## src/rtl/div_unit_32bit.sv

```systemverilog
// 32-bit iterative divider (DIV/DIVU/REM/REMU): restoring, 1 bit/cycle, done_o 34 cycles after the accepting edge.
// Optional DIV_FAST_SPECIAL_EN: divide-by-zero and signed overflow finish with latency 1; start_i is ignored while busy_o is high.
module div_unit_32bit (
    input  logic        clk_i,
    input  logic        rst_i,
    input  logic        start_i,
    input  logic [1:0]  op_i,
    input  logic [31:0] a_i,
    input  logic [31:0] b_i,
    output logic        busy_o,
    output logic        done_o,
    output logic [31:0] result_o
);
    typedef enum logic [1:0] {IDLE, CALC, FIX, DONE} state_t;

    state_t      state_q, state_d;
    logic [5:0]  cnt_q, cnt_d;
    logic [1:0]  op_q, op_d;
    logic [31:0] a_q, a_d, b_q, b_d;
    logic [31:0] rem_q, rem_d, quot_q, quot_d;
    logic [31:0] result_q, result_d;
    logic        done_q, done_d;

    logic        accept, is_signed, div_zero, sgn_ovf;
    logic [31:0] b_mag, q_fix, r_fix, fix_result, trial_diff;
    logic [32:0] rem_sh;
    logic        no_borrow;

    assign accept    = start_i && (state_q == IDLE || state_q == DONE);
    assign is_signed = ~op_q[0];
    assign b_mag     = (is_signed && b_q[31]) ? (32'd0 - b_q) : b_q;
    assign div_zero  = (b_q == 32'd0);
    assign sgn_ovf   = is_signed && (a_q == 32'h8000_0000) && (b_q == 32'hFFFF_FFFF);

    // Trial subtraction; the difference fits 32 bits whenever no borrow occurs.
    assign rem_sh     = {rem_q, quot_q[31]};
    assign no_borrow  = (rem_sh >= {1'b0, b_mag});
    assign trial_diff = rem_sh[31:0] - b_mag;

    always_comb begin
        q_fix = (is_signed && (a_q[31] ^ b_q[31])) ? (32'd0 - quot_q) : quot_q;
        r_fix = (is_signed && a_q[31]) ? (32'd0 - rem_q) : rem_q;
        if (div_zero) begin
            q_fix = 32'hFFFF_FFFF;
            r_fix = a_q;
        end else if (sgn_ovf) begin
            q_fix = 32'h8000_0000;
            r_fix = 32'd0;
        end
        fix_result = op_q[1] ? r_fix : q_fix;
    end

    always_comb begin
        state_d  = state_q;
        cnt_d    = cnt_q;
        op_d     = op_q;
        a_d      = a_q;
        b_d      = b_q;
        rem_d    = rem_q;
        quot_d   = quot_q;
        result_d = result_q;
        done_d   = 1'b0;

        case (state_q)
            CALC: begin
                if (cnt_q == 6'd32) begin
                    state_d = FIX;
                end else begin
                    rem_d  = no_borrow ? trial_diff : rem_sh[31:0];
                    quot_d = {quot_q[30:0], no_borrow};
                    cnt_d  = cnt_q + 6'd1;
                end
`ifdef DIV_FAST_SPECIAL_EN
                if (cnt_q == 6'd0 && (div_zero || sgn_ovf)) begin
                    state_d  = DONE;
                    result_d = fix_result;
                    done_d   = 1'b1;
                end
`endif
            end
            FIX: begin
                state_d  = DONE;
                result_d = fix_result;
                done_d   = 1'b1;
            end
            default: begin
                if (state_q == DONE) state_d = IDLE;
            end
        endcase

        // Accept only from IDLE/DONE; the dividend magnitude seeds the quotient shifter.
        if (accept) begin
            state_d = CALC;
            cnt_d   = 6'd0;
            op_d    = op_i;
            a_d     = a_i;
            b_d     = b_i;
            rem_d   = 32'd0;
            quot_d  = (~op_i[0] && a_i[31]) ? (32'd0 - a_i) : a_i;
        end
    end

    always_ff @(posedge clk_i) begin
        if (rst_i) begin
            state_q  <= IDLE;
            cnt_q    <= 6'd0;
            op_q     <= 2'd0;
            a_q      <= 32'd0;
            b_q      <= 32'd0;
            rem_q    <= 32'd0;
            quot_q   <= 32'd0;
            result_q <= 32'd0;
            done_q   <= 1'b0;
        end else begin
            state_q  <= state_d;
            cnt_q    <= cnt_d;
            op_q     <= op_d;
            a_q      <= a_d;
            b_q      <= b_d;
            rem_q    <= rem_d;
            quot_q   <= quot_d;
            result_q <= result_d;
            done_q   <= done_d;
        end
    end

    assign busy_o   = (state_q == CALC) || (state_q == FIX);
    assign done_o   = done_q;
    assign result_o = result_q;
endmodule
```

## config.mk

```make
export PLATFORM = sky130hd
export DESIGN_NAME = div_unit_32bit
export DESIGN_NICKNAME = d
export VERILOG_FILES = /design/src/rtl/div_unit_32bit.sv
export SDC_FILE = /design/constraint.sdc
export NUM_CORES = 1
export LEC_CHECK = 0
export ABC_CLOCK_PERIOD_IN_PS = 4100
export CAP_MARGIN = 5
export CORE_UTILIZATION = 51
export DETAILED_ROUTE_END_ITERATION = 16
export PLACE_DENSITY_LB_ADDON = 0.25
export SLEW_MARGIN = 5
export SYNTH_ARGS = -nofsm -noshare
export SYNTH_HDL_FRONTEND = slang
export SYNTH_SLANG_ARGS = --single-unit
```

## constraint.sdc

```tcl
create_clock -name clk_i -period 4.1 [get_ports clk_i]
set_input_delay 0.82 -clock clk_i [delete_from_list [all_inputs] [get_ports clk_i]]
set_output_delay 0.82 -clock clk_i [all_outputs]
set_load 0.1 [all_outputs]
```

# == After elaboration in Yosys (flattened, before gate mapping) ==
# Cells that the tools add are included.
# classes
addsub,6
n_mul,0
n_div,0
n_lt_le_gt_ge,1
n_eq_ne,9
n_shift,0
n_mux,18
bitwise,4
reduce_logical,19
# ops
cell,count
2-to-1 mux 32 bit,13
subtractor 1 x 32 -> 32 bit (first input constant),4
== test 32 bit (second input constant),2
greater-or-equal comparator 33 x 32 -> 1 bit,1
zero test 32 bit,1
subtractor 32 bit,1
AND reduction 2 bit,4
logical AND 1 bit,7
adder 6 x 1 -> 6 bit (second input constant),1
== test 6 bit (second input constant),1
== test 2 bit (second input constant),2
2-to-1 mux 2 bit,2
!= test 2 bit (second input constant),2
case mux 2 bit (2 select lines),1
nonzero test 4 bit,1
!= test 3 bit (second input constant),1
inverter 1 bit,3
nonzero test 3 bit,1
== test 2 x 1 -> 1 bit (second input constant),1
zero test 2 bit,1
logical OR 1 bit,2
2-to-1 mux 1 bit,2
nonzero test 2 bit,1
OR reduction 2 bit,1
bitwise XOR 1 bit,1
# word_totals
reg_bits,171
latchBits,0
ram_bits,0
rom_bits,0
in_bits,69
n_memories,0

# == Logic depth before layout (Yosys ltp) ==
# Gate-level depths: netlist (run 1).
# depth
depth_word,7
mapped_depth,20
depth_no_buf,17

# == Worst setup path before layout (run 1) ==
# No wires, ideal clock.
# synth_timing
kind,reg-to-reg
from,reg b_q[0]
to,reg rem_q[31]
setup_ps,116
t_arrival_ps,3860
t_required_ps,3984
slack_ps,124
stages_incl_launch_ff,20
n_path_buf,3
period_less_slack_ps,3976
path_cell_list,dfxtp_1 or4_1 nor2_1 nand2_1 or3_1 nor2_2 a21oi_1 xnor2_1 ha_1 clkbuf_1 o21a_1 o32ai_1 a31oi_1 a21oi_1 a21oi_1 o21a_1 buf_4 buf_4 o21ai_0 a31o_2
# synth_between
elab_chain_len,4
word_cells_on_any_way,5
classes_between,add/sub: 2; order compare: 1; mux: 2
# synth_rtl
element,line,text
from (decl),19,"logic [31:0] a_q, a_d, b_q, b_d;"
from (signal assigned),109,b_q <= 32'd0;
from (signal assigned),119,b_q <= b_d;
subtractor 1 x 32 -> 32 bit,31,assign b_mag = (is_signed && b_q[31]) ? (32'd0 - b_q) : b_q;
2-to-1 mux 32 bit *,31,
subtractor 32 bit / greater-or-equal comparator 33 x 32 -> 1 bit (equally long branches),"38, 37",
2-to-1 mux 32 bit *,69,rem_d = no_borrow ? trial_diff : rem_sh[31:0];
to (signal assigned),120,rem_q <= rem_d;
to (decl),20,"logic [31:0] rem_q, rem_d, quot_q, quot_d;"
# Every way passes the cells marked *; elsewhere a longest branch is shown, timed or not.
# A chain may end at the register's enable or synchronous reset.

# == Worst setup path in the final report (run 1) ==
# layout_timing
from,reg b_q[0]
to,reg rem_q[30]
# Same word-level chain as after synthesis.

==> results of run 1 <==
==> final timing paths <==
check        cells past startpoint      endpoint          from  slack (ns)
max reg2reg                     16     rem_q[30]        b_q[0]        0.13
min reg2reg                      2  result_o[31]  result_o[31]        0.46
min                              2  result_o[31]  result_o[31]        0.46
max                             16     rem_q[30]        b_q[0]        0.13
==> routing by layer <==
metal | vias up | share of wire | GRT usage
met3 | 69 | 0.099 | 0.0711
li1 | 6125 | - | -
met5 | - | 0 | 0
met1 | 6083 | 0.44 | 0.471
met4 | 0 | 0.021 | 0.0915
met2 | 618 | 0.44 | 0.495
==> power by group through the flow <==
stage / Sequential [mW] / Combinational, mW / Clock [mW]
final: 2.30 / 4.84 / 1.61
after global routing: 2.33 / 5.24 / 1.69
after CTS: 2.28 / 4.60 / 1.61
after detailed placement: 2.32 / 4.58 / 0
after global placement: 2.31 / 4.53 / 0
after floorplan: 2.32 / 3.15 / 0
==> sequential cells by signal, indices dropped and copies added, names as in the netlist <==
register and count:
quot_q 32, op_q 2, state_q 2, cnt_q 6, result_o 32, rem_q 32, a_q 32, b_q 32
done_o 1
==> tightest hold or removal path: cells and delay by family (launching register included) <==
kind	cells	cell delay (ns)
AO/OA/AOI/OAI	1	0.05
flip-flops	1	0.31
AND/OR/NAND/NOR	1	0.05
==> cells by family after synthesis <==
logic type,after synthesis
simple gates,660
compound gates,458
flops,171
buf+inv,156
xor+xnor,146
fa+ha+maj,44
mux,16
==> cells in the mapped netlist, drive strengths merged, types with 10 or more instances <==
cell type	count
and3	10
xnor2	73
mux2i	16
clkbuf	94
a311oi	32
ha	43
nor2	150
buf	27
nand3	49
o41ai	14
o211ai	22
or4	25
a21oi	189
xor2	73
inv	34
o21ai	61
a31oi	21
a21o	16
dfxtp	171
nor2b	12
nand4	23
nor4	24
o31ai	16
nand2	284
nor3	37
a211oi	23
==> what timing repair did <==
item / 4_1_cts / 5_1_grt
cloned: 0 / 1
endpoints found under the setup margin: 5 / 33
resized for setup: 1 / 29
setup buffers: 0 / 4
hold buffers: 0 / 0
pin swaps: 0 / 15
endpoints found under the hold margin: 0 / 0
==> final cells by class <==
class                           instances  area (sq um)
Tap cell                              319           399
Fill cell                            2194          8860
Multi-Input combinational cell       1324          8200
Clock inverter                         14           134
Sequential cell                       171          3420
Timing Repair Buffer                  202          1820
Inverter                               35           131
Clock buffer                           18           439
==> metrics by stage <==
step	cell area (sq um)	utilization	hold WS [ns]
after floorplan	12100	-	0.441
after global placement	13800	0.589	0.442
after detailed placement	13800	0.589	0.455
after CTS	14400	0.614	0.463
after global routing	14500	0.621	0.481
final	14500	0.621	0.457
==> results.md, run 1 <==
* Outcome: finished clean
* Slowest CP cell: sky130_fd_sc_hd__or3b_1
* Signal arrival time at the worst endpoint at 4.29 ns
* Dominant combinational cell family by area after synthesis: simple AND/OR/NAND/NOR gates
* Area share of the largest cell type after synthesis at 0.283
* Number of pins exceeding their max-slew limit in the final report at 0
* Synth cell types at 78
* Total track usage at 0.330
* Post-synthesis cell type with the largest combined area: sky130_fd_sc_hd__dfxtp_1
* Mapped Avg Cell Area at 7.34 sq um
* Worst Path Required at 4.42 ns
* Wire length of the first global-routing pass at 63000 microns
* 1st-pass router iterations at 8
* Via count of the first global-routing pass at 11601
* Synth Instances at 1651
* Setup crit start kind: flop
* Total global routing overflow at 0
* Critical path start-end classification: flop to flop
* Yosys Warn Count at 0
* CTS max path bufs at 2
* Number of routed nets with antenna violations at 0
* Most repeated library cell on the critical path: sky130_fd_sc_hd__buf_4
* Final cell count without fillers at 2083
* Global placer's final weighted congestion at 0.950
* 1st-iter DRT viols at 1378
* Leading cell type in the layout, fill and taps excluded: sky130_fd_sc_hd__nand2_1
* Antenna diode instance count at 0
* Post-DP HPWL at 30600 microns
* Starting density of the core at 0.518
* Wire per inst at 19.4 microns
* Flop pwr share at 0.263
* Final Hold Viols at 0
* Reg clk slew, reported paths at 0.07 ns
* Combinational power share at 0.553
* Total clock buffers created by CTS at 17
* Final worst setup slack at 0.133 ns
* Buffer and inverter count on the worst path at 4
* Highest Clock Rate at 252 MHz
* Count of max-cap constraint violations at 0
* Internal portion of total power at 4.63 mW
* List of cells traversed by the critical path: buf_4 -> inv_1 -> ha_1 -> or3b_1 -> buf_4 -> o31ai_1 -> xor2_1 -> ha_1 -> a21o_1 -> o41ai_1 -> buf_4 -> a21oi_1 -> a31o_2 -> a41oi_1 -> xor2_1 -> o21ai_0
* Clock tree from TritonCTS: built
* Sequential area share after synthesis at 0.283
* Count of boundary I/O pins at 103
* Worst setup skew after layout at 0.0110 ns
* DRC Markers at 0
* Initial antenna violation count at 0
* Area of the mapped netlist at 12100 sq um
* Power density normalized to cell area at 601 nW/um^2
* Net switching share of the total power at 0.470
* Total power draw at 8.74 mW
* Compound-Gate Fraction of Synth Area at 0.243
* Sum of negative setup slack at 0 ns
* TritonCTS sink count at 171
* Clock share of power at 0.185
* CTS H-tree depth at 4
* Fraction of the mapped netlist area in simple logic gates at 0.256
* FFs w/ async S/R, synth at 0
* Count of placed standard cells including taps at 2046
* Maximum number of pins on one net before global-route repair at 109
* Kind of end point of the critical path: flop
* Xor and xnor area share after synthesis at 0.106
* Total wire length at 40400 microns
* Total core area at 23400 sq um
* Rel. slew slack at 0.298
* Net switching component of the power at 4.11 mW
* Leading cell types in the layout, fill and taps excluded: sky130_fd_sc_hd__nand2_1, sky130_fd_sc_hd__a21oi_1, sky130_fd_sc_hd__dfxtp_1, sky130_fd_sc_hd__nor2_1, sky130_fd_sc_hd__clkdlybuf4s50_1
* Path category of the worst min-delay check: flop to flop
* Slew at the pin with the worst max-slew slack at 1.05 ns
* Flip-flop cell with the highest count after synthesis: sky130_fd_sc_hd__dfxtp_1
* Clock period minus final worst setup slack at 3.97 ns
* Total number of vias at 12895
* Horizontal die dimension at 156 microns
* Max rail drop VDD at 0.362 mV
* Area growth, synth to finish at 20.0%
* Maximum fanout count along the critical path at 5
* Main area contributors after synthesis: sky130_fd_sc_hd__dfxtp_1, sky130_fd_sc_hd__nand2_1, sky130_fd_sc_hd__a21oi_1, sky130_fd_sc_hd__xnor2_1, sky130_fd_sc_hd__xor2_1
* Number of synthesized flops with an enable pin at 0
* Detailed-route vias per instance at 6.19
* Net count after synthesis at 1764
* CTS Root Buffer Type: sky130_fd_sc_hd__clkbuf_16
* Count of standard-cell rows at 56
* Final Setup Violations at 0
* Layout cell share with drive strength beyond 1 at 0.107
* Multiplexer area fraction after synthesis at 0.0132
* Synth Register Bits at 171
* Height of the die at 156 microns
* Number of buffers inserted by port buffering at 102
* Critical path's largest stage delay at 0.42 ns
* Pre-CTS setup slack at 0.0154 ns
* Clk Latency, worst-skew pair at 0.44 ns
* Final #Nets at 1864
* Synthesized-area fraction occupied by adder cells at 0.0461
* Total Die Area at 24400 sq um
* Fraction of the cycle the final worst path needs at 0.967
* Crit-path leading delay family: compound AO/OA/AOI/OAI gates
* Leakage power total at 5.56 nW
Power figures use the tool's default switching activity.
==> inputs of run 2 (changes only) <==
--- a/config.mk
+++ b/config.mk
@@ -10,6 +10,7 @@
 export CORE_UTILIZATION = 51
 export DETAILED_ROUTE_END_ITERATION = 16
 export PLACE_DENSITY_LB_ADDON = 0.25
+export SETUP_SLACK_MARGIN = 0.3
 export SLEW_MARGIN = 5
 export SYNTH_ARGS = -nofsm -noshare
 export SYNTH_HDL_FRONTEND = slang
==> run 2 against run 1 <==
  * Global-route usage fell by 0.10 points
  * First-iteration DRC count grew 12%
  * Via count grew 0.79%
  * Core utilization grew 1.5 points
  * Design area rose by 2.4%
  * Die area stayed put
  * Hold slack improved by 0.0043 ns
  * Sequential share of layout area fell by 0.54 points
  * Non-clock buffer count decreased by 11
  * Largest power group unchanged
==> results.md, run 2 (synthesis gave the netlist of run 1 again) <==
* Kind of end point of the critical path: flop
* Total clock buffers created by CTS at 17 (unchanged)
* Starting density of the core at 0.518 (unchanged)
* Slew at the pin with the worst max-slew slack at 1.05 ns (+0.000484 ns)
* Worst Path Required at 4.44 ns (+0.02 ns)
* Total Die Area at 24400 sq um (unchanged)
* Max rail drop VDD at 0.333 mV (-7.9%)
* Path category of the worst min-delay check: flop to flop
* Internal portion of total power at 4.70 mW (+1.5%)
* 1st-pass router iterations at 6 (-2)
* Critical path start-end classification: flop to flop
* Final worst setup slack at 0.121 ns (-0.0126 ns)
* Clk Latency, worst-skew pair at 0.44 ns (about the same)
* Power density normalized to cell area at 604 nW/um^2 (+0.39%)
* Leakage power total at 5.61 nW (+0.93%)
* Height of the die at 156 microns (unchanged)
* 1st-iter DRT viols at 1543 (+12%)
* Critical path's largest stage delay at 0.56 ns (+0.14 ns)
* Number of routed nets with antenna violations at 0 (unchanged)
* Hold Buf Count CTS at 0 (unchanged)
* Flop pwr share at 0.255 (-0.008)
* DRC Markers at 0 (unchanged)
* Wire length of the first global-routing pass at 62200 microns (-1.3%)
* Post-DP HPWL at 29900 microns (-2.4%)
* Setup repair after global routing missed its margin: true
* Total track usage at 0.329 (-0.000998)
* Total number of vias at 12997 (+0.79%)
* Net switching component of the power at 4.29 mW (+4.3%)
* Multi-input logic area at 8510 sq um (+3.8%)
* CTS max path bufs at 2 (unchanged)
* Total core area at 23400 sq um (unchanged)
* Clock share of power at 0.180 (-0.005)
* Area growth, synth to finish at 23.0%
* Utilization after layout at 0.636 (+0.0152)
* Signal arrival time at the worst endpoint at 4.32 ns (+0.03 ns)
* Final #Nets at 1853 (-0.59%)
* Count of standard-cell rows at 56 (unchanged)
* Net switching share of the total power at 0.477 (+0.00676)
* CTS H-tree depth at 4 (unchanged)
* Reg clk slew, reported paths at 0.07 ns (about the same)
* Maximum number of pins on one net before global-route repair at 95 (-13%)
* Horizontal die dimension at 156 microns (unchanged)
* Highest Clock Rate at 251 MHz (-0.32%)
* Number of buffers inserted by port buffering at 102 (unchanged)
* Outcome: finished clean
* Combinational power share at 0.565 (+0.012)
* Initial antenna violation count at 1 (+1)
* Count of boundary I/O pins at 103 (unchanged)
* Final Setup Violations at 0 (unchanged)
* Rel. slew slack at 0.298 (-0.000322)
* Maximum fanout count along the critical path at 7 (+2)
* Worst setup skew after layout at 0.0110 ns (-0.0000204 ns)
* Clock period minus final worst setup slack at 3.98 ns (+0.0126 ns)
* Clock tree from TritonCTS: built
* Total wire length at 41000 microns (+1.5%)
* Pre-CTS setup slack at 0.0921 ns (+0.0767 ns)
* Count of max-cap constraint violations at 0 (unchanged)
* Detailed-route vias per instance at 6.27 (+1.3%)
* TritonCTS sink count at 171 (unchanged)
* Storage element area at 3430 sq um (+0.11%)
* Total global routing overflow at 0 (unchanged)
* Global placer's final weighted congestion at 0.968 (+1.9%)
* Fraction of the cycle the final worst path needs at 0.971 (+0.00307)
* Leading cell types in the layout, fill and taps excluded: sky130_fd_sc_hd__nand2_1, sky130_fd_sc_hd__a21oi_1, sky130_fd_sc_hd__dfxtp_1, sky130_fd_sc_hd__nor2_1, sky130_fd_sc_hd__clkdlybuf4s50_1
* List of cells traversed by the critical path: or4_4 -> nor2_4 -> nand2_2 -> or3_4 -> nor2_4 -> nand2_4 -> o41ai_4 -> xor2_1 -> ha_2 -> nand4_1 -> nor2_1 -> nand4_1 -> nand3_2 -> o21a_4 -> buf_12 -> mux2i_1 -> a211oi_1
* Slowest CP cell: sky130_fd_sc_hd__or4_4
* Wire per inst at 19.8 microns (+1.9%)
* Final Hold Viols at 0 (unchanged)
* Via count of the first global-routing pass at 11324 (-2.4%)
* Leading cell type in the layout, fill and taps excluded: sky130_fd_sc_hd__nand2_1
* Layout cell share with drive strength beyond 1 at 0.131 (+0.0246)
* Fillers at 2147 (-2.1%)
* Setup crit start kind: flop
* CTS Root Buffer Type: sky130_fd_sc_hd__clkbuf_16
* Number of pins exceeding their max-slew limit in the final report at 0 (unchanged)
run 2: changes by cell type in the layout (fill, tap and decap cells not counted), sizes merged:
cell,before,now
inv,40,42
diode,0,1
clkbuf,19,20
buf,100,88
clkinv,7,3
clkinvlp,1,3
run 2: critical path: cells and delay by family, from the launching register on:
kind / cells / cell delay [ns]
DFF: 1 / 0.33
buffers and inverters: 1 / 0.15
AOI/OAI and AO/OA: 3 / 0.75
muxes: 1 / 0.11
xor gates and xnor gates: 1 / 0.30
adders and majority gates: 1 / 0.38
and+or+nand+nor: 10 / 1.86
run 2: worst paths after layout:
kind | start | endpoint | slack (ns) | cells past startpoint
hold / removal | result_o[31] | result_o[31] | 0.46 | 2
setup reg to reg | b_q[1] | rem_q[10] | 0.12 | 17
setup / recovery | b_q[1] | rem_q[10] | 0.12 | 17
hold reg to reg | result_o[31] | result_o[31] | 0.46 | 2
run 2: area by class of cell:
cell class,instances,share of cell area
inverters,35,0.00882
well taps,319,0.0268
clock buffers,18,0.0288
flip-flops and latches,171,0.230
multi-input cells,1324,0.571
repair buffers,191,0.124
clock inverters,14,0.0102
diodes,1,0.000168
run 2: power groups by stage:
stage / Clock [mW] / Combinational [mW] / Sequential [mW]
2_1_floorplan: 0 / 3.19 / 2.32
3_3_place_gp: 0 / 4.52 / 2.31
3_5_place_dp: 0 / 4.53 / 2.31
4_1_cts: 1.62 / 4.71 / 2.27
5_1_grt: 1.71 / 5.43 / 2.32
6_report: 1.62 / 5.08 / 2.29
run 2: layer usage:
metal  part of all wire  up-vias  track usage
li1                   -     6109            -
met1               0.44     6119        0.466
met2               0.44      694        0.491
met3               0.10       75       0.0808
met4              0.024        0       0.0896
met5                  0        -            0
run 2: repair_timing:
item                       in CTS  in global routing
cloned                          3                  1
pin swaps                      23                 51
setup endpoints to repair      33                 33
setup buffers                   8                 17
gates resized for setup        29                 73
run 2: through the flow:
step	instances	setup TNS, ns	hold WS [ns]	cell area [sq um]	power, mW
after floorplan	1651	0	0.441	12200	5.51
after global placement	2011	0	0.445	13600	6.82
after detailed placement	2011	0	0.453	13600	6.84
after CTS	2054	0	0.462	14400	8.60
after global routing	2072	-0.136	0.489	14900	9.47
final	2073	0	0.461	14900	8.99
==> inputs of run 3 (changes only) <==
==> constraint.sdc (replaced) <==
create_clock -name clk_i -period 4.1 [get_ports clk_i]
set_input_delay 0.82 -clock clk_i [delete_from_list [all_inputs] [get_ports clk_i]]
set_output_delay 0.82 -clock clk_i [all_outputs]
set_load 0.02 [all_outputs]
==> results of run 3 <==
The final DEF is identical to that of run 2. Status: finished clean.
Main changes from that run: total power 8.99 mW -> 8.82 mW; worst IR drop on VDD 0.333 mV -> 0.326 mV
